**config.mk**
```make
export PLATFORM = sky130hd
export DESIGN_NAME = output_buffer
export DESIGN_NICKNAME = d
export VERILOG_FILES = /design/src/rtl/output_buffer.sv
export SDC_FILE = /design/constraint.sdc
export NUM_CORES = 1
export LEC_CHECK = 0
export ABC_AREA = 1
export ABC_CLOCK_PERIOD_IN_PS = 2100
export BUFFER_PORTS_ARGS = -buffer_cell sky130_fd_sc_hd__buf_4
export CAP_MARGIN = 10
export CORE_MARGIN = 2
export CORE_UTILIZATION = 25
export CTS_CLUSTER_SIZE = 14
export DETAILED_ROUTE_END_ITERATION = 7
export MAX_ROUTING_LAYER = met4
export PLACE_DENSITY = 0.37
export SLEW_MARGIN = 5
export SYNTH_ARGS = -nofsm -noshare
export SYNTH_HDL_FRONTEND = slang
export SYNTH_SLANG_ARGS = --single-unit
```
**constraint.sdc**
```tcl
create_clock -name clk -period 2.1 [get_ports clk]
set_input_delay 0.315 -clock clk [delete_from_list [all_inputs] [get_ports clk]]
set_output_delay 0.315 -clock clk [all_outputs]
set_load 0.02 [all_outputs]
```
**src/rtl/output_buffer.sv**
```systemverilog
// Output buffer: circular FIFO between the CPU output strobe and a host/display consumer.
// Optional sticky overflow flag is enabled by defining OUTPUT_BUFFER_OVF_FLAG_EN.
module output_buffer #(
    parameter int DEPTH = 8,
    parameter int WIDTH = 8
) (
    input  logic                     clk,
    input  logic                     rst,
    input  logic [WIDTH-1:0]         O,
    input  logic                     OEnable,
    output logic [WIDTH-1:0]         dout,
    output logic                     dout_valid,
    input  logic                     dout_ready,
    output logic [$clog2(DEPTH):0]   count,
    output logic                     full,
    output logic                     ovf,
    input  logic                     clr
);

    localparam int AW = $clog2(DEPTH);
    localparam int CW = AW + 1;

    logic [WIDTH-1:0] mem_r [DEPTH];
    logic [AW-1:0]    wr_ptr_r;
    logic [AW-1:0]    rd_ptr_r;
    logic [CW-1:0]    count_r;
    logic             valid_r;
    logic             full_r;
    logic             pop_s;
    logic             push_s;
    logic [CW-1:0]    count_next_s;

    // Handshake decode; a pop on a full buffer frees the slot for a same-cycle push
    always_comb begin
        pop_s  = valid_r && dout_ready;
        push_s = OEnable && (!full_r || pop_s);
        if (push_s && !pop_s) begin
            count_next_s = count_r + CW'(1);
        end else if (pop_s && !push_s) begin
            count_next_s = count_r - CW'(1);
        end else begin
            count_next_s = count_r;
        end
    end

    // Pointers, occupancy and status flags; valid/full are registered from the next count
    always_ff @(posedge clk) begin
        if (rst || clr) begin
            wr_ptr_r <= {AW{1'b0}};
            rd_ptr_r <= {AW{1'b0}};
            count_r  <= {CW{1'b0}};
            valid_r  <= 1'b0;
            full_r   <= 1'b0;
        end else begin
            if (push_s) begin
                wr_ptr_r <= wr_ptr_r + AW'(1);
            end
            if (pop_s) begin
                rd_ptr_r <= rd_ptr_r + AW'(1);
            end
            count_r <= count_next_s;
            valid_r <= (count_next_s != {CW{1'b0}});
            full_r  <= (count_next_s == CW'(DEPTH));
        end
    end

    // Storage array; contents are left alone by reset since pointers define validity
    always_ff @(posedge clk) begin
        if (!rst && !clr && push_s) begin
            mem_r[wr_ptr_r] <= O;
        end
    end

    // First-word-fall-through head, forced to zero while empty
    always_comb begin
        if (valid_r) begin
            dout = mem_r[rd_ptr_r];
        end else begin
            dout = {WIDTH{1'b0}};
        end
    end

    assign dout_valid = valid_r;
    assign count      = count_r;
    assign full       = full_r;

`ifdef OUTPUT_BUFFER_OVF_FLAG_EN
    logic ovf_r;

    // Sticky overflow: set by any strobe dropped against a full buffer
    always_ff @(posedge clk) begin
        if (rst || clr) begin
            ovf_r <= 1'b0;
        end else if (OEnable && full_r && !pop_s) begin
            ovf_r <= 1'b1;
        end else begin
            ovf_r <= ovf_r;
        end
    end

    assign ovf = ovf_r;
`else
    assign ovf = 1'b0;
`endif

endmodule

```
==> Word-level counts from Yosys, hierarchy flattened <==
Memory sizes are Yosys's and may differ from the RTL's. A register that Yosys moved wholly into a read port is not among the register bits.
Cells that the tools add are included.
{ "word_totals": {"register_bits": 12, "latch_bits": 0, "mem_bits_rw": 64, "rom_bits": 0, "inputBits": 13, "out_inout_bits": 15, "elab_cells": 32, "mem_count": 1} }
{ "memory_table": {"columns": ["memory", "depth", "word_bits", "rd", "rd_clocked_by_memory_dff", "wr", "line_no", "text"], "rows": [
  ["mem_r", 8, 8, 1, 1, 1, "23", "logic [WIDTH-1:0] mem_r [DEPTH];"]
]} }
{ "classes": {"n_addsub": 4, "multipliers": 0, "n_div": 0, "n_lt_le_gt_ge": 0, "n_eq_ne": 1, "shift": 0, "n_mux": 7, "bitwise_logic": 0, "n_reduce_logical": 14} }
{ "op_table": {"columns": ["cell", "n"], "rows": [
  ["4-bit 2-to-1 mux", 2],
  ["8-bit 2-to-1 mux", 1],
  ["3-bit by 1-bit adder with 3-bit output, second input constant", 2],
  ["1-bit logical AND", 6],
  ["3-bit 2-to-1 mux", 2],
  ["1-bit logical NOT", 5],
  ["4-bit by 1-bit adder with 4-bit output, second input constant", 1],
  ["4-bit == test, second input constant", 1],
  ["4-bit nonzero test", 1],
  ["4-bit by 1-bit subtractor with 4-bit output, second input constant", 1],
  ["1-bit logical OR", 2],
  ["1-bit 2-to-1 mux", 2]
]} }

==> Longest topological paths before layout <==
Gate-level depths: netlist (run 1).
{ "depth": {"word_depth": 8, "mapped_depth": 11, "ltp_nobuf": 11} }

==> Worst setup path after synthesis (run 1) <==
Ideal clock, no wire load.
{ "synth_path": {"path_kind": "register to register", "startpoint": "register valid_r, in the netlist dout_valid", "endpoint": "memory mem_r[0][0], enable pin", "setup_ns": 0.383, "arrival_ns": 1.592, "required_ns": 1.717, "setup_slack_ns": 0.124, "stages_incl_launch_ff": 8, "n_path_buf": 1, "synth_period_minus_slack_ns": 1.976, "path_cell_list": "dfxtp_1 > buf_6 > nand2_4 > inv_2 > o21ai_2 > nor2_2 > inv_2 > nor3_1"} }
{ "synth_via": {"elab_chain_cells": 6} }
{ "synth_lines": {"columns": ["element", "line_no", "text"], "rows": [
  ["start: declaration", "27", "logic valid_r;"],
  ["start signal: assignment", "62", "valid_r <= (count_next_s != {CW{1'b0}});"],
  ["1-bit logical AND", "35", "pop_s = valid_r && dout_ready;"],
  ["1-bit logical OR", "36", "push_s = OEnable && (!full_r || pop_s);"],
  ["1-bit logical AND", "36", null],
  ["1-bit logical AND", "69", "if (!rst && !clr && push_s) begin"],
  ["1-bit 2-to-1 mux", "69", null],
  ["1-bit 2-to-1 mux (not written as such)", "70", "mem_r[wr_ptr_r] <= O;"],
  ["end: declaration", "23", null]
]} }
Every way passes these cells.

==> reports/metrics.yaml, run 1 <==
run_status:
  status: "completed"
timing:
  setup_viol: 0
  rsz0062_at_grt: "no"
  fmaxAchievable_mhz: 499
  fin_crit_ns: 2.00
  slew_viol_final: 0
  fin_crit_sh: 0.954
  skew_ns: 0.00563
  hold_ws_ns: 0.249
  setup_tns_ns: 0
  finalHoldViolations: 0
place:
  dp.cells: 499
  gp_routability_congestion: 0.749
  io_buffers: 26
  dp_hpwl_mm: 5.77
final_layout:
  final_cells: 515
  syn2layout_area_growth_pct: 22.0
  drive_above_1_share: 0.224
  antenna_cells: 0
  nets: 351
  final_util: 0.310
power_and_ir_drop:
  seqPwrFrac: 0.517
  power_frac_comb: 0.066
  switching_share: 0.225
  switchingPower_mw: 0.749
  p_total_mw: 3.33
  clockPowerShare: 0.418
  vdd_drop_max_uv: 337
  powerDensity_nw_per_um2: 816
  intPower_mw: 2.58
  p_leak_nw: 1.44
critical_path:
  cp_data_arrival_time_ns: 1.69
  end_kind: "output pin"
  rr_worst_depth: 7
  reg2reg_slack_ns: 0.47
  crit_required_ns: 1.78
  worst_setup_path_start_kind: "flip-flop"
  timing.rr.start: "dout_valid"
  crit_path_end: "dout[1]"
  path_class: "flip-flop to output pin"
  r2r-end: "mem_r[2][2]"
  crit_fanout: 17
synth:
  dominantRegCellSynth: "edfxtp_1"
  syn_avg_cell_area_sq_um: 11.3
  synth_mux_area_frac: 0.0240
  async_reset_ff_frac: 0
  synth-edff-count: 64
  synth_cell_types: 30
  seq_area_frac_synth: 0.665
  synthesis.nets: 313
  synth_compound_area_frac: 0.0936
  ys_warn_count: 0
  syn_inst: 296
  synth_top_family_by_area: "simple AND/OR/NAND/NOR gates"
  synth_adder_area_share: 0.0150
  synth-seq-cells: 79
  synthesis.area_sq_um: 3340
  yosys.area_share.simple: 0.146
  synth-xor-area-share: 0.00524
clock_network:
  clockRootBuffer: "clkbuf_16"
  htreeDepth: 3
  numCtsBuffers: 9
  clk_latency_ns: 0.33
  postCtsSetupBuffers: 0
  path_clk_slew_ns: 0.06
  cts_tree: "done"
  cts_max_path_buffers: 2
  cts.sinks: 79
drt:
  wl_per_cell_um: 15.9
  dr_total_vias: 2228
  route.detailed.drc: 0
  vias_per_cell: 4.33
  antenna_left: 0
  dr.pass1.iters: 4
  drtIter0Drc: 135
  drt-total-wl_mm: 8.19
die:
  floorplan.io_pins: 28
  design.core.area_sq_um: 13100
  die_y_um: 120
  start_util: 0.254
  rows: 42
  die_w_um: 120
  die_area_sq_um: 14300
global_routing:
  antenna_found_initial: 0
  grt_first_pass_wirelength_mm: 13.0
  grt_max_degree: 33
  globalRoute.totalOverflow: 0
  grt_pass1_vias: 2294
  grt_usage: 0.128
job:
  drv_cap: 0
min_path:
  hp-class: "primary input to flip-flop"
[power by group through the flow]
stage                     registers (mW)  clock network [mW]  logic, mW
final                               1.72                1.39      0.218
after global routing                1.72                1.49      0.244
after CTS                           1.72                1.43      0.224
after detailed placement            1.75                   0      0.224
after global placement              1.75                   0      0.223
after floorplan                     1.75                   0      0.120
[timing repair]
action,in CTS,in global routing
hold buffers,0,0
setup endpoints to repair,3,8
gates resized for setup,3,4
[layout make-up]
cell class | count | area [sq um]
clock inverters | 6 | 37.5
flip-flops and latches | 79 | 2230
clock buffers | 10 | 229
inverters | 21 | 81.3
repair buffers | 40 | 325
fillers | 1371 | 9060
multi-input cells | 183 | 956
well taps | 176 | 220
[synthesized netlist by cell type (3+ instances only)]
cell type   n  area share
o22ai_1     8       0.015
buf_4       5       0.011
edfxtp_1   64        0.58
nor3_1      4      0.0060
buf_2       4      0.0060
o21ai_0    30       0.045
nand3_1     9       0.013
nor2_2      3      0.0056
a21oi_1     5      0.0075
mux2i_1     8       0.024
nand2_1    22       0.025
ha_1        4       0.015
o21ai_1    14       0.021
nor2_1     62       0.070
inv_2       7      0.0079
inv_1      14       0.016
dfxtp_1    15       0.090
[stage by stage]
stage | cell area (sq um) | worst slack, ns
2_1_floorplan | 3340 | 0.124
3_3_place_gp | 3800 | 0.280
3_5_place_dp | 3800 | 0.285
4_1_cts | 4070 | 0.00200
5_1_grt | 4080 | 0.00107
6_report | 4080 | 0.0968
[logic make-up (layout without fill, tap and decap cells)]
logic type | Yosys count | in the layout
compound gates | 59 | 59
mux | 8 | 8
buf+inv | 34 | 77
other cells | 1 | 1
fa+ha+maj | 4 | 4
flops | 79 | 79
simple gates | 109 | 109
xor+xnor | 2 | 2
[worst min path at each step]
stage                            from           to  slack [ns]  cells after the start
after floorplan                  O[0]  mem_r[0][0]        0.41                      0
after global placement    rd_ptr_r[2]  rd_ptr_r[2]        0.46                      2
after detailed placement  rd_ptr_r[2]  rd_ptr_r[2]        0.47                      2
after CTS                        O[7]  mem_r[4][7]        0.25                      1
after global routing             O[7]  mem_r[4][7]        0.25                      1
final                            O[7]  mem_r[2][7]        0.25                      1
[layer usage]
layer / GRT usage / up-vias / wire length, um
met2: 0.208 / 45 / 4000
met1: 0.153 / 1074 / 3810
met4: 0.0441 / 0 / 102
met5: - / - / 0
met3: 0.0347 / 7 / 281
li1: - / 1102 / -
[flip-flops by register name (all words and copies together) (netlist names), named ones only]
name        cells
mem_r          64
rd_ptr_r        3
dout_valid      1
count           4
full            1
wr_ptr_r        3
[critical path, stage by stage (launching register included)]
cell	delay, ns
dfxtp_4	0.36
buf_4	0.19
o21ai_0	0.22
o21ai_1	0.07
o21ai_0	0.25
nor2_1	0.09
buf_4	0.16
[placed cells by master (no fill, tap or decap), types with 9 or more instances in the layout]
cell       count
dfxtp_1       14
o21ai_0       27
nand3_1        9
nor2_1        62
o21ai_1       16
nand2_1       22
edfxtp_1      64
inv_1         14
clkbuf_16      9
buf_4         38
Note: power is estimated with default switching activity, not from simulation.
==> run 2, diff against run 1 <==
--- a/config.mk
+++ b/config.mk
@@ -13,6 +13,7 @@
 export CORE_UTILIZATION = 25
 export CTS_CLUSTER_SIZE = 14
 export DETAILED_ROUTE_END_ITERATION = 7
+export GPL_TIMING_DRIVEN = 0
 export MAX_ROUTING_LAYER = met4
 export PLACE_DENSITY = 0.37
 export SLEW_MARGIN = 5
==> reports/metrics.yaml, run 2 (synthesized netlist as in run 1, its figures left out) <==
clock_network:
  path_clk_slew_ns: 0.06  # about the same
  cts_max_path_buffers: 2  # unchanged
  clk_latency_ns: 0.33  # about the same
  htreeDepth: 3  # unchanged
  clockRootBuffer: "clkbuf_16"  # unchanged
  cts_tree: "done"  # unchanged
  cts.sinks: 79  # unchanged
  numCtsBuffers: 9  # unchanged
critical_path:
  crit_required_ns: 2.05  # was 1.78 ns
  worst_setup_path_start_kind: "flip-flop"  # unchanged
  path_class: "flip-flop to flip-flop"  # was flip-flop to output pin
  end_kind: "flip-flop"  # was output pin
  crit_fanout: 10  # was 17
  cp_data_arrival_time_ns: 2.04  # was 1.69 ns
min_path:
  hp-class: "primary input to flip-flop"  # unchanged
final_layout:
  final_cells: 512  # was 515
  nets: 350  # was 351
  fillCellCount: 1363  # was 1371
  final_cell_mix: "edfxtp_1, nor2_1, buf_4"  # unchanged
  top_register: "mem_r"  # unchanged
  final_util: 0.311  # was 0.310
  antenna_cells: 0  # unchanged
  design_area_sq_um: 4080  # about the same
  drive_above_1_share: 0.232  # was 0.224
  multi_input_area_sq_um: 973  # was 956 sq um
  final_common_cell: "edfxtp_1"  # unchanged
  syn2layout_area_growth_pct: 22.2  # was 22.0%
  seq_area_sq_um: 2220  # was 2230 sq um
  largest_register_ffs: 64  # unchanged
place:
  pre_cts_slack_ns: -0.178  # was 0.285 ns
  placed_area_sq_um: 3780  # was 3800 sq um
  dp.cells: 499  # unchanged
  dp_hpwl_mm: 5.12  # was 5.77 mm
  gp_routability_congestion: 0.712  # was 0.749
  io_buffers: 26  # unchanged
die:
  floorplan.io_pins: 28  # unchanged
  design.core.area_sq_um: 13100  # unchanged
  die_w_um: 120  # unchanged
  start_util: 0.254  # unchanged
  die_area_sq_um: 14300  # unchanged
  die_y_um: 120  # unchanged
  rows: 42  # unchanged
timing:
  worst_slack_ns: 0.0105  # was 0.0968 ns
  fmaxAchievable_mhz: 479  # was 499 MHz
  hold_ws_ns: 0.229  # was 0.249 ns
  fin_crit_ns: 2.09  # was 2.00 ns
  max_slew_margin: 0.442
  finalHoldViolations: 0  # unchanged
  slew_viol_final: 0  # unchanged
  fin_crit_sh: 0.995  # was 0.954
  setup_tns_ns: 0  # unchanged
  rsz0062_at_grt: "yes"  # was no
  setup_viol: 0  # unchanged
  tightestPinTransition_ns: 0.833
  skew_ns: 0.00557  # was 0.00563 ns
drt:
  dr_total_vias: 2105  # was 2228
  wl_per_cell_um: 14.7  # was 15.9 um
  vias_per_cell: 4.11  # was 4.33
  antenna_left: 0  # unchanged
  dr.pass1.iters: 4  # unchanged
  drt-total-wl_mm: 7.51  # was 8.19 mm
  drtIter0Drc: 102  # was 135
  route.detailed.drc: 0  # unchanged
global_routing:
  grt_usage: 0.118  # was 0.128
  antenna_found_initial: 0  # unchanged
  grt_first_pass_wirelength_mm: 12.0  # was 13.0 mm
  grt_pass1_vias: 2123  # was 2294
  grt_max_degree: 13  # was 33
  globalRoute.totalOverflow: 0  # unchanged
run_status:
  status: "completed"  # unchanged
power_and_ir_drop:
  vdd_drop_max_uv: 351  # was 337 uV
  p_leak_nw: 1.44  # about the same
  powerDensity_nw_per_um2: 802  # was 816 nW/um^2
  p_total_mw: 3.28  # was 3.33 mW
job:
  drv_cap: 0  # unchanged
==> run 2: cell count changes in the layout (fill, tap and decap cells not counted), moves of 2 or more <==
cell and change:
buf_2 +2, buf_6 +4, nor3_2 +3, buf_4 -8, nor3_1 -3, buf_8 +2
==> run 2: critical path, cell delays in order, from the launching register on <==
cell and delay (ns):
dfxtp_1 0.34, buf_6 0.17, nand2_4 0.09, inv_2 0.10, o21ai_2 0.10, nor2_2 0.13
nand2_1 0.12, nor2_1 0.66
==> run 2: final timing paths <==
| check | slack, ns | to | start | cells after the start |
|---|---|---|---|---|
| max reg2reg | 0.01 | mem_r[7][0] | dout_valid | 7 |
| min | 0.23 | mem_r[7][2] | O[2] | 1 |
| max | 0.01 | mem_r[7][0] | dout_valid | 7 |
| min reg2reg | 0.47 | flip-flop | rd_ptr_r[2] | 2 |
==> run 2: what timing repair did <==
action | CTS | global route
resized for setup | 5 | 15
hold buffers | 0 | 0
setup endpoints to repair | 45 | 69
pin swaps | 0 | 4
buffers inserted | 0 | 0
endpoints found under the hold margin | 0 | 0
==> run 2: routing by layer <==
metal / routed length (um) / up-vias / global-route usage
li1: - / 1099 / -
met3: 242 / 10 / 0.0323
met1: 3530 / 965 / 0.141
met4: 127 / 0 / 0.0456
met5: 0 / - / -
met2: 3610 / 31 / 0.190
==> run 2: cell type report <==
| class | instances | share of cell area |
|---|---|---|
| Timing Repair Buffer | 27 | 0.0496 |
| Sequential cell | 79 | 0.545 |
| Clock buffer | 10 | 0.0561 |
| Inverter | 21 | 0.0199 |
| Multi-Input combinational cell | 183 | 0.238 |
| Tap cell | 176 | 0.0539 |
| Clock inverter | 4 | 0.00613 |
| Buffer | 12 | 0.0313 |
==> run 2: report_power, final <==
| part | leakage (nW) | switching (mW) | internal, mW |
|---|---|---|---|
| registers | 0.699 | 0.0121 | 1.71 |
| logic | 0.624 | 0.136 | 0.0833 |
| clock network | 0.120 | 0.557 | 0.781 |
==> run 3, diff against run 2 <==
--- a/config.mk
+++ b/config.mk
@@ -15,7 +15,6 @@
 export DETAILED_ROUTE_END_ITERATION = 7
 export GPL_TIMING_DRIVEN = 0
 export MAX_ROUTING_LAYER = met4
-export PLACE_DENSITY = 0.37
 export SLEW_MARGIN = 5
 export SYNTH_ARGS = -nofsm -noshare
 export SYNTH_HDL_FRONTEND = slang
==> reports/metrics.yaml, run 3 (synthesized netlist as in run 1, its figures left out) <==
run_status:
  status: "completed"  # unchanged
global_routing:
  grt_pass1_vias: 2190  # was 2123
  grt_first_pass_wirelength_mm: 11.3  # was 12.0 mm
  antenna_found_initial: 0  # unchanged
  grt_usage: 0.108  # was 0.118
  grt_max_degree: 14  # was 13
  globalRoute.totalOverflow: 0  # unchanged
drt:
  drt-total-wl_mm: 6.97  # was 7.51 mm
  drtIter0Drc: 149  # was 102
  vias_per_cell: 4.31  # was 4.11
  dr_total_vias: 2215  # was 2105
  route.detailed.drc: 0  # unchanged
  dr.pass1.iters: 4  # unchanged
  wl_per_cell_um: 13.6  # was 14.7 um
  antenna_left: 0  # unchanged
timing:
  hold_ws_ns: 0.220  # was 0.229 ns
  setup_viol: 0  # unchanged
  rsz0062_at_grt: "yes"  # unchanged
  slew_viol_final: 0  # unchanged
  max_slew_margin: 0.630  # was 0.442
  worst_slack_ns: 0.106  # was 0.0105 ns
  fin_crit_sh: 0.950  # was 0.995
  setup_tns_ns: 0  # unchanged
  fin_crit_ns: 1.99  # was 2.09 ns
  tightestPinTransition_ns: 0.554  # was 0.833 ns
  skew_ns: 0.00631  # was 0.00557 ns
  fmaxAchievable_mhz: 501  # was 479 MHz
  finalHoldViolations: 0  # unchanged
die:
  die_area_sq_um: 14300  # unchanged
  start_util: 0.254  # unchanged
  die_y_um: 120  # unchanged
  design.core.area_sq_um: 13100  # unchanged
  floorplan.io_pins: 28  # unchanged
  rows: 42  # unchanged
  die_w_um: 120  # unchanged
critical_path:
  critPathSlowestCell: "dfxtp_1"  # was nor2_1
  path_class: "flip-flop to output pin"  # was flip-flop to flip-flop
  end_kind: "output pin"  # was flip-flop
  rr_worst_depth: 7  # unchanged
  crit_required_ns: 1.78  # was 2.05 ns
  cp_data_arrival_time_ns: 1.68  # was 2.04 ns
  path_cells: "buf_2 > o21ai_0 > o21ai_1 > o21ai_0 > nor2_1 > buf_4"  # was buf_6 > nand2_4 > inv_2 > o21ai_2 > nor2_2 > nand2_1 > nor2_1
  timing.rr.start: "dout_valid"  # unchanged
  cpMostUsedCell: "o21ai_0"
  r2r-end: "mem_r[5][0]"  # was mem_r[7][0]
  reg2reg_slack_ns: 0.20  # was 0.01 ns
  worst_setup_path_start_kind: "flip-flop"  # unchanged
  crit_fanout: 10  # unchanged
  cp_slowest_stage_delay_ns: 0.40  # was 0.66 ns
power_and_ir_drop:
  p_leak_nw: 1.46  # was 1.44 nW
  switchingPower_mw: 0.722  # was 0.705 mW
  intPower_mw: 2.82  # was 2.57 mW
  seqPwrFrac: 0.485  # was 0.525
  p_total_mw: 3.54  # was 3.28 mW
  power_frac_comb: 0.060  # was 0.067
  clockPowerShare: 0.455  # was 0.408
  powerDensity_nw_per_um2: 856  # was 802 nW/um^2
  switching_share: 0.204  # was 0.215
  vdd_drop_max_uv: 359  # was 351 uV
clock_network:
  cts_max_path_buffers: 2  # unchanged
  postCtsSetupBuffers: 0  # unchanged
  clk_latency_ns: 0.33  # about the same
  cts.sinks: 79  # unchanged
  clockRootBuffer: "clkbuf_16"  # unchanged
  path_clk_slew_ns: 0.06  # about the same
  htreeDepth: 3  # unchanged
  numCtsBuffers: 9  # unchanged
  cts_tree: "done"  # unchanged
min_path:
  hp-class: "primary input to flip-flop"  # unchanged
  whs_path_depth: 1  # unchanged
  min-delay-start: "O[2]"  # unchanged
  min_to: "mem_r[6][2]"  # was mem_r[7][2]
final_layout:
  antenna_cells: 0  # unchanged
  syn2layout_area_growth_pct: 24.0  # was 22.2%
  nets: 350  # unchanged
  final_util: 0.315  # was 0.311
  final_common_cell: "edfxtp_1"  # unchanged
  top_register: "mem_r"  # unchanged
  drive_above_1_share: 0.246  # was 0.232
  final_cell_mix: "edfxtp_1, nor2_1, buf_4"  # unchanged
  fillCellCount: 1359  # was 1363
  largest_register_ffs: 64  # unchanged
place:
  pre_cts_slack_ns: -0.469  # was -0.178 ns
  io_buffers: 26  # unchanged
  dp_hpwl_mm: 4.85  # was 5.12 mm
  gp_routability_congestion: 0.771  # was 0.712
job:
  drv_cap: 0  # unchanged
==> run 3: how the worst max path moves through the flow <==
stage | from | endpoint | slack [ns] | cells after the start
global route | flip-flop | dout[2] | -0.007 | 9
finish | flip-flop | dout[1] | 0.11 | 6
floorplan | dout_valid | mem_r[0][0] | 0.12 | 7
CTS | dout_valid | mem_r[7][0] | -0.002 | 7
global placement | clr | mem_r[0][3] | -0.45 | 6
detailed placement | clr | mem_r[6][3] | -0.47 | 6
==> run 3: power by group through the flow <==
stage / combinational (mW) / clock (mW) / sequential, mW
2_1_floorplan: 0.120 / 0 / 1.75
3_3_place_gp: 0.205 / 0 / 1.75
3_5_place_dp: 0.210 / 0 / 1.75
4_1_cts: 0.212 / 1.64 / 1.72
5_1_grt: 0.238 / 1.73 / 1.72
6_report: 0.214 / 1.61 / 1.72
==> run 3: final cells by class <==
class                      instances  area, sq um  share of cell area
timing repair buffer              27          203              0.0489
sequential                        79         2220               0.537
buffer                            12         97.6              0.0236
multi-input combinational        183         1000               0.242
clock inverter                     6         85.1              0.0205
clock buffer                      10          229              0.0553
inverter                          21         81.3              0.0196
tap                              176          220              0.0532
==> run 3: metrics by stage <==
stage          cell area [sq um]  std cells
6_report                    4140        514
3_3_place_gp                3760        498
2_1_floorplan               3340        296
5_1_grt                     4140        514
4_1_cts                     4100        514
3_5_place_dp                3770        499
==> run 3: per-layer routing <==
metal	track usage	wire length, um
met1	0.129	3020
met2	0.168	3490
met3	0.0433	401
met4	0.0360	59
met5	-	0
==> run 3: critical path: cells and delay by family, from the launching register on <==
family	cells	cell delay [ns]
buffers and inverters	2	0.42
AOI/OAI and AO/OA	3	0.38
DFF	1	0.40
and+or+nand+nor	1	0.17
==> run 3: timing repair <==
action                                  4_1_cts  5_1_grt
hold buffers                                  0        0
endpoints found under the setup margin       33       50
gates resized for setup                       5       14
hold endpoints to repair                      0        0
pin swaps                                     0        2
